[config.mk]
export PLATFORM = sky130hd
export DESIGN_NAME = pc_sequencer
export DESIGN_NICKNAME = d
export VERILOG_FILES = /design/src/rtl/pc_pkg.sv /design/src/rtl/pc_return_stack.sv /design/src/rtl/pc_sequencer.sv
export SDC_FILE = /design/constraint.sdc
export NUM_CORES = 1
export LEC_CHECK = 0
export BUFFER_PORTS_ARGS = -buffer_cell sky130_fd_sc_hd__buf_4
export CAP_MARGIN = 20
export CORE_ASPECT_RATIO = 1.2
export CORE_MARGIN = 5
export CORE_UTILIZATION = 45
export CTS_CLUSTER_DIAMETER = 30
export DETAILED_ROUTE_END_ITERATION = 8
export SYNTH_ARGS = -nofsm -noshare
export SYNTH_HDL_FRONTEND = slang
export SYNTH_HIERARCHICAL = 1
export SYNTH_SLANG_ARGS = --single-unit
[constraint.sdc]
create_clock -name clk -period 8.7 [get_ports clk]
set_input_delay 0.435 -clock clk [delete_from_list [all_inputs] [get_ports clk]]
set_output_delay 0.435 -clock clk [all_outputs]
set_load 0.05 [all_outputs]
[src/rtl/pc_pkg.sv]
// pc_pkg: shared definitions for the program-counter sequencer.
// Holds the op encodings, default vectors and the sticky-flag helper.
package pc_pkg;

  typedef enum logic [1:0] {
    OP_INC    = 2'b00,
    OP_BRANCH = 2'b01,
    OP_CALL   = 2'b10,
    OP_RET    = 2'b11
  } op_e;

  localparam int unsigned DEF_RESET_VECTOR = 0;
  localparam int unsigned DEF_TRAP_VECTOR  = 1023;

  // Sticky flag update: clear request drops the flag, a new event in the
  // same cycle takes priority and leaves it set.
  function automatic logic sticky_next(input logic flag, input logic clr,
                                       input logic set);
    return (flag & ~clr) | set;
  endfunction

endpackage

[src/rtl/pc_return_stack.sv]
// pc_return_stack: LIFO of return addresses with occupancy counter.
// A push while full and a pop while empty are ignored here; the caller
// turns those cases into error flags.
module pc_return_stack
  import pc_pkg::*;
#(
  parameter int PC_W  = 10,
  parameter int DEPTH = 8,
  parameter int SP_W  = $clog2(DEPTH + 1)
) (
  input  logic            clk,
  input  logic            reset_n,
  input  logic            push,
  input  logic            pop,
  input  logic [PC_W-1:0] push_data,
  output logic [PC_W-1:0] pop_data,
  output logic [SP_W-1:0] sp,
  output logic            full,
  output logic            empty
);

  localparam int AW = $clog2(DEPTH);
  localparam logic [SP_W-1:0] SP_MAX = SP_W'(DEPTH);

  logic [PC_W-1:0] mem [DEPTH];
  logic [AW-1:0]   wr_idx;
  logic [AW-1:0]   top_idx;
  logic            do_push;
  logic            do_pop;

  assign full    = (sp == SP_MAX);
  assign empty   = (sp == '0);
  assign do_push = push & ~full;
  assign do_pop  = pop & ~empty;
  assign wr_idx  = sp[AW-1:0];
  // Top-of-stack index wraps correctly even when sp == DEPTH is a power of two.
  assign top_idx = sp[AW-1:0] - AW'(1);
  assign pop_data = mem[top_idx];

  // Occupancy counter; push and pop never arrive together.
  always_ff @(posedge clk or negedge reset_n) begin
    if (!reset_n) begin
      sp <= '0;
    end else if (do_push) begin
      sp <= sp + SP_W'(1);
    end else if (do_pop) begin
      sp <= sp - SP_W'(1);
    end
  end

  // Storage is data only: written on push, contents undefined after reset.
  always_ff @(posedge clk) begin
    if (do_push) begin
      mem[wr_idx] <= push_data;
    end
  end

endmodule

[src/rtl/pc_sequencer.sv]
// pc_sequencer: next-PC generation with branches and call/return stack.
// Optional build macro PC_STACK_TRAP_EN: stack errors redirect pc to
// TRAP_VECTOR instead of the normal destination.
module pc_sequencer
  import pc_pkg::*;
#(
  parameter int          PC_W         = 10,
  parameter int          DEPTH        = 8,
  parameter int unsigned RESET_VECTOR = DEF_RESET_VECTOR,
  parameter int unsigned TRAP_VECTOR  = DEF_TRAP_VECTOR
) (
  input  logic                       clk,
  input  logic                       reset_n,
  input  logic                       stall,
  input  logic [1:0]                 op,
  input  logic                       abs_mode,
  input  logic [PC_W-1:0]            target,
  input  logic                       clr_err,
  output logic [PC_W-1:0]            pc,
  output logic [$clog2(DEPTH+1)-1:0] sp,
  output logic                       stack_full,
  output logic                       stack_empty,
  output logic                       overflow,
  output logic                       underflow
);

  localparam int SP_W = $clog2(DEPTH + 1);
  localparam logic [PC_W-1:0] RESET_PC = PC_W'(RESET_VECTOR);

  if (DEPTH < 2) begin : g_bad_depth
    $error("pc_sequencer: DEPTH must be at least 2");
  end
  if ((RESET_VECTOR >> PC_W) != 0 || (TRAP_VECTOR >> PC_W) != 0) begin : g_bad_vec
    $error("pc_sequencer: vectors must fit in PC_W bits");
  end

  logic [PC_W-1:0] pc_inc;
  logic [PC_W-1:0] br_tgt;
  logic [PC_W-1:0] pop_data;
  logic [PC_W-1:0] pc_next;
  logic            push;
  logic            pop;
  logic            ovf_evt;
  logic            unf_evt;

  // Relative targets rely on modulo-2^PC_W addition for two's complement.
  assign pc_inc  = pc + PC_W'(1);
  assign br_tgt  = abs_mode ? target : pc + target;
  assign push    = ~stall & (op == OP_CALL);
  assign pop     = ~stall & (op == OP_RET);
  assign ovf_evt = push & stack_full;
  assign unf_evt = pop & stack_empty;

  pc_return_stack #(
    .PC_W  (PC_W),
    .DEPTH (DEPTH),
    .SP_W  (SP_W)
  ) u_stack (
    .clk       (clk),
    .reset_n   (reset_n),
    .push      (push),
    .pop       (pop),
    .push_data (pc_inc),
    .pop_data  (pop_data),
    .sp        (sp),
    .full      (stack_full),
    .empty     (stack_empty)
  );

  // Next-pc selection by op, including the stack-error destinations.
  always_comb begin
    pc_next = pc_inc;
    case (op_e'(op))
      OP_INC:    pc_next = pc_inc;
      OP_BRANCH: pc_next = br_tgt;
`ifdef PC_STACK_TRAP_EN
      OP_CALL:   pc_next = stack_full ? PC_W'(TRAP_VECTOR) : br_tgt;
      OP_RET:    pc_next = stack_empty ? PC_W'(TRAP_VECTOR) : pop_data;
`else
      OP_CALL:   pc_next = br_tgt;
      OP_RET:    pc_next = stack_empty ? pc_inc : pop_data;
`endif
      default:   pc_next = pc_inc;
    endcase
  end

  // pc holds on stall; error flags still honour clr_err during a stall.
  always_ff @(posedge clk or negedge reset_n) begin
    if (!reset_n) begin
      pc        <= RESET_PC;
      overflow  <= 1'b0;
      underflow <= 1'b0;
    end else begin
      if (!stall) begin
        pc <= pc_next;
      end
      overflow  <= sticky_next(overflow, clr_err, ovf_evt);
      underflow <= sticky_next(underflow, clr_err, unf_evt);
    end
  end

endmodule
==> run metrics, run 1 <==
CTS tree yes; WL final about 11000 µm; Total GRT Usage 16.93%; port buffer count 34; final critical-path required period 3359 ps; cell area after placement 0.005348 mm²; reg-to-reg endpoint pc[1]; commonest non-fill, non-tap cell in the layout edfxtp_1; die width 106.1 µm; wire length per cell 20.17 µm; TNS Setup 0 ps; CTS Buf Count 9; required time worst endpoint 8920 ps; Final Non-Filler Cells 529; gpl congestion between 0.7 and 0.8; number of flops mapped to enable cells by yosys 80; final setup vio count 0; largest net degree at the start of global routing 27; area grow syn2layout 14.79%; Final Max Tran Viols 0; FP Rows 42; period utilisation layout 38.61%; CP startpoint kind register; Iteration-0 DRC Markers just over 300; relative slew slack a little over a quarter; peak supply drop approximately 0.14 mV; hold_sp clr_err; complex-gate fraction of the synthesized area about a tenth; Final Cell Area approximately 0.0057 mm²; #FFs+latches synth 96; die area 0.01329 mm²; R2R Path Start u_stack/sp[0]; skew final 6.147 ps; total power 2.011 mW; simple-gate share of the synthesized area 8.764%; worst setup path category reg -> reg; DR vias/cell 5.873; post-route setup slack 5341 ps; Initial Utilization 45.58%; # Post-CTS Setup Buffers 0; highest-count cells in the layout ignoring fill and taps 80 x edfxtp_1, 37 x buf_4, 20 x nand2_1, 20 x mux4_2, 18 x nor2_1; worst slew pin tran 1100 ps; fillers a little over 900; Setup WS pre-CTS 5291 ps; cells after synthesis 353; crit path DAT 3580 ps; Ports 35; antenna fix cells 0; synthesized area 0.004982 mm²; Pre-antenna DRT Iters 5; Min Hold Slack 285.3 ps; CTS sink count 96; Hold WC Path Type in -> reg; leakage 2.100 nW; die height 125.3 µm; Worst Setup End Kind register; clk slew on worst S/H paths ~60 ps; Synth Area in XOR/XNOR 3.014%; total grt overflow 0; Ys Warns 6; Fmax 297.7 MHz; via count 3107; status completed; Multi-input gate area just over 0.002 mm²; Max-cap violations 0; H-tree levels 3; global-route wire length before repair 17270 µm; reg-to-reg setup timing slack 5340 ps; worst-skew pair later-pin latency 330 ps; Inst Count DP 508; post-route ant nets 0; core area 0.01093 mm²; Nets 427; CTS Hold Bufs 1; syn_nets around 390; post-synthesis mux area share 14.52%; largest family of logic cells by synthesized area multiplexers; Async S/R FF share, synth ~17%; cts repair resizes 0; post-synth cell types 53; CTS Buffer Depth 2; Storage cell area 0.002803 mm²; Crit Path Max Fanout 26; Hold Path End overflow; Root Buffer clkbuf_16; post-layout util 52.32%; vias in the first global route about 3100; Reg2Reg Depth 8; pwr/cell area around 350 mW/mm²; Hold Vio Cnt, Final 0; Hold Path Cell Cnt 2; post-synthesis average cell area 14.11 µm²; Post-DP HPWL 7503 µm; CP startpoint u_stack/sp[0]; Top FF cell, synth edfxtp_1; DRC 0; Synth Area in Adders 4.822%; antenna violations before repair 0; layout cell share with drive strength beyond 1 25.19%; RSZ-0062 raised after global routing false; Seq/Total Area, Yosys a little under three fifths
[cell type report]
class / instances / area share [%]
Inverter: 13 / 0.8532
Clock inverter: 7 / 1.663
Multi-Input combinational cell: 229 / 35.64
Tap cell: 132 / 2.888
Timing Repair Buffer: 43 / 6.016
Clock buffer: 9 / 3.938
Sequential cell: 96 / 49.00
[worst max path at each step]
stage / endpoint / slack, ps
2_1_floorplan: pc[1] / 5350
6_report: pc[1] / 5340
5_1_grt: pc[1] / 5120
4_1_cts: pc[1] / 5280
3_5_place_dp: pc[1] / 5290
3_3_place_gp: pc[1] / 5350
[sequential cells by signal, summed over array words and instances, names as in the netlist]
register     count
underflow        1
u_stack/sp       4
pc              10
u_stack/mem     80
overflow         1
[power breakdown]
| part | internal [mW] | total (mW) | switching [mW] |
|---|---|---|---|
| clock network | 0.252 | 0.412 | 0.160 |
| registers | 0.607 | 0.675 | 0.0688 |
| logic | 0.408 | 0.923 | 0.515 |
| total | 1.27 | 2.01 | 0.744 |
[worst max-delay path: stages (launching register included)]
cell and delay [ps]:
dfrtp_1 320, buf_4 400, inv_1 180, ha_1 920, mux4_2 400, mux2_2 270
a22o_1 190, a221o_1 290, mux2_2 260
[synth_stat cells (all sizes together) (2+ instances only)]
master	count	area (µm²)
edfxtp	80	2402
mux4	20	450.4
nand2	20	75.07
a21oi	18	93.84
nor2	18	67.56
dfrtp	16	400.4
ha	16	200.2
mux2	16	202.7
inv	13	48.80
nand2b	10	62.56
nor2b	10	62.56
xnor2	10	87.58
o21ai	9	45.04
clkbuf	8	40.04
buf	7	52.54
mux2i	7	70.07
nand3	7	35.03
a31oi	6	37.54
a22o	5	43.79
xor2	5	62.56
a211oi	4	35.03
a221o	4	40.04
and4	4	35.03
o22ai	4	25.02
and2	3	18.77
and3	3	18.77
o21a	3	22.52
a211o	2	17.52
a21o	2	17.52
a32oi	2	17.52
fa	2	40.04
nand3b	2	15.01
nand4	2	12.51
o211ai	2	15.01
o21bai	2	18.77
o31ai	2	15.01
[routing by layer]
layer / track usage (%) / wire, µm
met1: 21.29 / 4329
met2: 29.77 / 5615
met3: 3.093 / 566
met4: 5.030 / 157
met5: 0 / 0
[cell families (layout without fill, tap and decap cells)]
logic type               count (synthesis)  count (layout)
AO/OA/AOI/OAI                           70              70
XOR/XNOR                                15              15
adder cells (fa/ha/maj)                 18              18
buffers and inverters                   28              72
flip-flops                              96              96
multiplexers                            43              43
AND/OR/NAND/NOR                         83              83
Note: power is estimated with default switching activity, not from simulation.
==> run 2: changes to the inputs <==
--- a/config.mk
+++ b/config.mk
@@ -5,6 +5,7 @@
 export SDC_FILE = /design/constraint.sdc
 export NUM_CORES = 1
 export LEC_CHECK = 0
+export ABC_AREA = 1
 export BUFFER_PORTS_ARGS = -buffer_cell sky130_fd_sc_hd__buf_4
 export CAP_MARGIN = 20
 export CORE_ASPECT_RATIO = 1.2
==> constraint.sdc (replaced) <==
create_clock -name clk -period 2.7 [get_ports clk]
set_input_delay 0.135 -clock clk [delete_from_list [all_inputs] [get_ports clk]]
set_output_delay 0.135 -clock clk [all_outputs]
set_load 0.05 [all_outputs]
==> run 2 against run 1 <==
Cell count grew 49%. Combinational power rose to 3.7 times the previous value. Wire length grew 16%. Clock power rose to 3.0 times the previous value. Final area increased by 3.7%. Critical path type unchanged.
==> run metrics, run 2 <==
#FFs+latches synth 96; TNS Setup 0 ps; Regs by FF count u_stack/mem: 80 flops, pc: 10 flops, u_stack/sp: 4 flops; Crit Path Max Fanout 26; number of flops mapped to enable cells by yosys 80; Root Buffer clkbuf_16; GR peak layer met2; Final Max Tran Viols 0; leakage 2.500 nW; peak supply drop 0.6462 mV; clk slew on worst S/H paths around 70 ps; WL final between 10000 and 15000 µm; Async S/R FF share, synth 16.67%; cells after synthesis 584; gpl congestion 0.8788; skew final 5.331 ps; Max-cap violations 0; largest net degree at the start of global routing 46; Hold Path Cell Cnt 2; post-synthesis average cell area 8.926 µm²; CTS Buffer Depth 2; global-route wire length before repair 20130 µm; layout cell share with drive strength beyond 1 13.65%; vias in the first global route 3925; via count 3999; antenna fix cells 0; relative slew slack 63.77%; Nets 660; final critical-path required period 2289 ps; H-tree levels 3; die width 108.3 µm; die area roughly 0.014 mm²; Post-DP HPWL ~8900 µm; area grow syn2layout 13.83%; Seq pwr share 30.5%; Yosys top cell area share 46.09%; total power slightly below 7 mW; synthesized area 0.005212 mm²; port buffer count 34; wire length per cell ~16 µm; Reg2Reg Depth 12; FP Rows 43; DR vias/cell 5.081; Initial Utilization 45.49%; worst-skew pair later-pin latency 330 ps; clock share of power 18.6%; pwr/cell area between 1000 and 1500 mW/mm²; Combinational Power Share 50.9%; Internal approximately 3.7 mW; Ports 35; # Post-CTS Setup Buffers 0; Fmax 436.8 MHz; max reg flops 80; final setup vio count 0; post-route ant nets 0; CTS Buf Count 9; total grt overflow 0; top cells by count, synth 120 x nor2_1, 110 x nand2_1, 80 x edfxtp_1; Worst Setup End Kind register; Top FF cell, synth edfxtp_1; syn_nets 619; RSZ-0062 raised after global routing false; worst setup path category reg -> reg; period utilisation layout 84.78%; DRC 0; cts repair resizes 0; crit path DAT 2550 ps; post-synth cell types 36; core area 0.01146 mm²; most common cell in the netlist nor2_1; Switching Share 44.71%; worst slew pin tran 542.8 ps; CTS tree yes; required time worst endpoint 2960 ps; Hold Vio Cnt, Final 0; routing usage on met1 23.96%; status completed; Hold WC Path Type in -> reg; Synth area leaders edfxtp_1 46%, nor2_1 8.6%, nand2_1 7.9%; Switch Pwr around 3 mW; antenna violations before repair 0; CP startpoint kind register; Iteration-0 DRC Markers 237; highest-count cells in the layout ignoring fill and taps 120 x nor2_1, 110 x nand2_1, 80 x edfxtp_1, 50 x inv_1, 50 x o21ai_1; Most flops, register u_stack/mem; commonest non-fill, non-tap cell in the layout nor2_1; Pre-antenna DRT Iters 4; Ys Warns 6; Min Hold Slack 137.4 ps; leading area contributor after synthesis edfxtp_1; Seq/Total Area, Yosys 53.77%; Total GRT Usage 18.74%; M3 GR Usage 2.217%; M2 GR Usage 33.31%; CTS sink count 96; die height 127.9 µm
==> run 2: changes by cell type after synthesis, sizes merged, moves of 7 or more <==
cell	delta
mux4	-20
nand3	+16
inv	+43
nor2	+106
mux2i	-7
nand2	+96
nor2b	-10
o21ai	+83
mux2	-16
xnor2	-8
buf	+9
nand2b	-10
==> run 2: worst paths after layout <==
path	start	end	slack (ps)
max in group asynchronous	reset_n	u_stack/sp[2]	2290
max reg2reg	u_stack/sp[1]	pc[1]	410
min reg2reg	underflow	underflow	540
min	stall	pc[1]	140
max	u_stack/sp[1]	pc[1]	410
min in group asynchronous	reset_n	pc[0]	200
==> run 2: layout make-up <==
type | instances | area (µm²)
Multi-Input combinational cell | 412 | 2037
Sequential cell | 96 | 2803
Clock inverter | 7 | 70.07
Tap cell | 157 | 196.4
Fill cell | 1074 | 5527
Timing Repair Buffer | 49 | 385.4
Clock buffer | 9 | 225.2
Inverter | 57 | 216.5
==> run 2: cells by family after synthesis <==
group | after synthesis | share of synthesized area (%)
xor+xnor | 10 | 1.824
compound gates | 113 | 11.40
fa+ha+maj | 18 | 4.609
buf+inv | 76 | 7.153
flops | 96 | 53.77
simple gates | 271 | 21.24
==> run 2: routing by layer <==
metal	part of all wire, %	up-vias
li1	-	2020
met1	42	1875
met2	52	91
met3	4.3	13
met4	1.8	0
met5	0	-
==> run 2: per-stage QoR <==
stage               cell area (µm²)  setup WS [ps]  std cells  utilization [%]
finish                         5933          410.8        787            51.77
global route                   5933          133.9        787            51.77
CTS                            5933          364.3        787            51.77
detailed placement             5618          398.7        769            49.02
global placement               5618          444.1        769            49.02
floorplan                      5213          199.4        584                -
==> run 2: timing repair <==
action	CTS	global route
endpoints found under the setup margin	0	0
hold buffers	2	0
hold endpoints to repair	18	0
==> run 2: critical path, stage by stage (launching register included) <==
cell and delay, ps:
dfrtp_1 450, inv_1 120, ha_1 460, buf_12 210, o21ai_0 100, o21ai_1 150, nand2_1 60, o21ai_1 70
o21ai_0 100, o21bai_1 180, o311ai_1 70, o21ai_0 120, o21ai_1 120
==> run 2: power by group through the flow <==
stage / combinational, mW / sequential, mW / clock, mW
6_report: 3.43 / 2.05 / 1.25
5_1_grt: 3.86 / 2.08 / 1.33
4_1_cts: 3.47 / 2.06 / 1.28
3_5_place_dp: 3.45 / 2.09 / 0
3_3_place_gp: 3.41 / 2.08 / 0
2_1_floorplan: 2.35 / 2.33 / 0
==> run 3: changes to the inputs <==
==> constraint.sdc (replaced) <==
create_clock -name clk -period 2 [get_ports clk]
set_input_delay 0.1 -clock clk [delete_from_list [all_inputs] [get_ports clk]]
set_output_delay 0.1 -clock clk [all_outputs]
set_load 0.05 [all_outputs]
==> run 3 against run 2 <==
Via count increased by 2.1%. Clock skew increased by 1.7 ps. First-iteration DRC count decreased by 25%. Power increased by 44%. Hold slack got worse by 40 ps. Largest power group unchanged.
==> run metrics, run 3 (synthesized netlist as in run 2, its figures left out) <==
DR vias/cell 5.095; antenna violations before repair 0; wl on met1 5162 µm; reg-to-reg setup timing slack 90 ps; Root Buffer clkbuf_16; status completed; pwr/cell area 1543 mW/mm²; CTS Buffer Depth 2; layout cell share with drive strength beyond 1 a little under a fifth; highest-count cells in the layout ignoring fill and taps 112 x nor2_1, 108 x nand2_1, 80 x edfxtp_1, 60 x o21ai_1, 51 x buf_4; Iteration-0 DRC Markers about 180; relative slew slack 68.08%; Ports 35; DRC 0; post-route setup slack 89.87 ps; Max-cap violations 0; clk slew on worst S/H paths 60 ps; die area 0.01385 mm²; worst setup path category reg -> reg; met3 routed WL 699 µm; wire length per cell 15.49 µm; gpl congestion ~0.84; Top cell by count, worst path o21ai_1; R2R Path Start u_stack/sp[0]; Crit Path Max Fanout 20; CP startpoint kind register; H-tree levels 3; via count approximately 4100; final setup vio count 0; crit path DAT 2170 ps; FP Rows 43; Pre-antenna DRT Iters 5; total grt overflow 0; global-route wire length before repair 20350 µm; Worst path slowest cell dfrtp_2; Hold Vio Cnt, Final 0; port buffer count 34; Total GRT Usage 19.16%; area grow syn2layout 20.28%; CTS tree yes; Setup WS pre-CTS 63.24 ps; Regs by FF count u_stack/mem: 80 flops, pc: 10 flops, u_stack/sp: 4 flops; final critical-path required period about 1900 ps; post-route ant nets 0; core area 0.01146 mm²; skew final about 7 ps; CTS Buf Count 9; vias in the first global route between 4000 and 5000; peak supply drop 1.013 mV; reg-to-reg endpoint pc[1]; leakage 2.602 nW; total power a little under 10 mW; Post-DP HPWL ~9000 µm; Final Max Tran Viols 0; worst-skew pair later-pin latency ~340 ps; max reg flops 80; period utilisation layout between 90% and 100%; die width 108.3 µm; crit path to pc[1]; CP startpoint u_stack/sp[0]; worst slew pin tran 478.8 ps; die height 127.9 µm; Worst Setup End Kind register; Initial Utilization 45.49%; antenna fix cells 0; met2 WL 6348 µm; Hold WC Path Type in -> reg; CTS sink count 96; Worst path max stage delay 410 ps; largest net degree at the start of global routing 43; Fmax between 500 and 600 MHz; highest metal used met4; Nets about 680; post-layout util 54.71%; crit path cell chain inv_6 > ha_4 > buf_12 > o21ai_0 > o21ai_1 > nand2_1 > o21ai_1 > o21ai_0 > o21bai_1 > o311ai_1 > o21ai_1 > o21ai_1; RSZ-0062 raised after global routing true; Reg2Reg Depth 12; commonest non-fill, non-tap cell in the layout nor2_1; required time worst endpoint 2260 ps; WL final 12400 µm; Most flops, register u_stack/mem
## run 3: changes by cell type in the layout (fill, tap and decap cells not counted), sizes merged
| cell | delta |
|---|---|
| buf | +15 |
| inv | -3 |
| clkinvlp | +1 |
| clkbuf | +1 |
## run 3: power breakdown
part           total (mW)  switching (mW)  internal (mW)
Combinational        5.33            3.38           1.95
Clock                1.66           0.699          0.962
Sequential           2.69           0.140           2.55
## run 3: repair_timing
item | CTS | global route
buffers inserted | 0 | 1
endpoints found under the hold margin | 18 | 0
resized for setup | 0 | 12
hold buffers | 2 | 0
endpoints found under the setup margin | 0 | 10
## run 3: worst min path at each step
stage	startpoint	endpoint	slack, ps	cells past startpoint
2_1_floorplan	reset_n	overflow	-200	0
3_3_place_gp	reset_n	pc[0]	-10	1
4_1_cts	stall	overflow	80	4
3_5_place_dp	reset_n	pc[9]	-10	1
5_1_grt	stall	overflow	100	4
6_report	stall	overflow	100	4
## run 3: critical path: cells and delay by family (launching register included)
| family | cells | cell delay (ps) |
|---|---|---|
| and+or+nand+nor | 1 | 60 |
| buffers and inverters | 2 | 210 |
| DFF | 1 | 410 |
| AOI/OAI and AO/OA | 8 | 860 |
| adders and majority gates | 1 | 310 |
## run 3: metal layers
metal	up-vias	global-route usage [%]
met4	0	5.572
met5	-	0
met3	15	4.081
li1	2052	-
met2	100	33.57
met1	1914	23.75
## run 3: final cells by class
cell class,instances,area (µm²)
Timing Repair Buffer,64,623.1
Tap cell,157,196.4
Clock buffer,10,229.0
Clock inverter,5,58.81
Fill cell,1056,5190
Sequential cell,96,2805
Multi-Input combinational cell,412,2132
Inverter,57,225.2
## run 3: stage by stage
stage,instance area [µm²],setup TNS [ps],instances,hold slack (ps)
floorplan,5325,-8096,584,-195.6
detailed placement,5942,0,783,-15.00
finish,6270,0,801,97.28
CTS,6250,0,800,78.92
global route,6270,-472.3,801,103.4
global placement,5942,0,783,-13.00
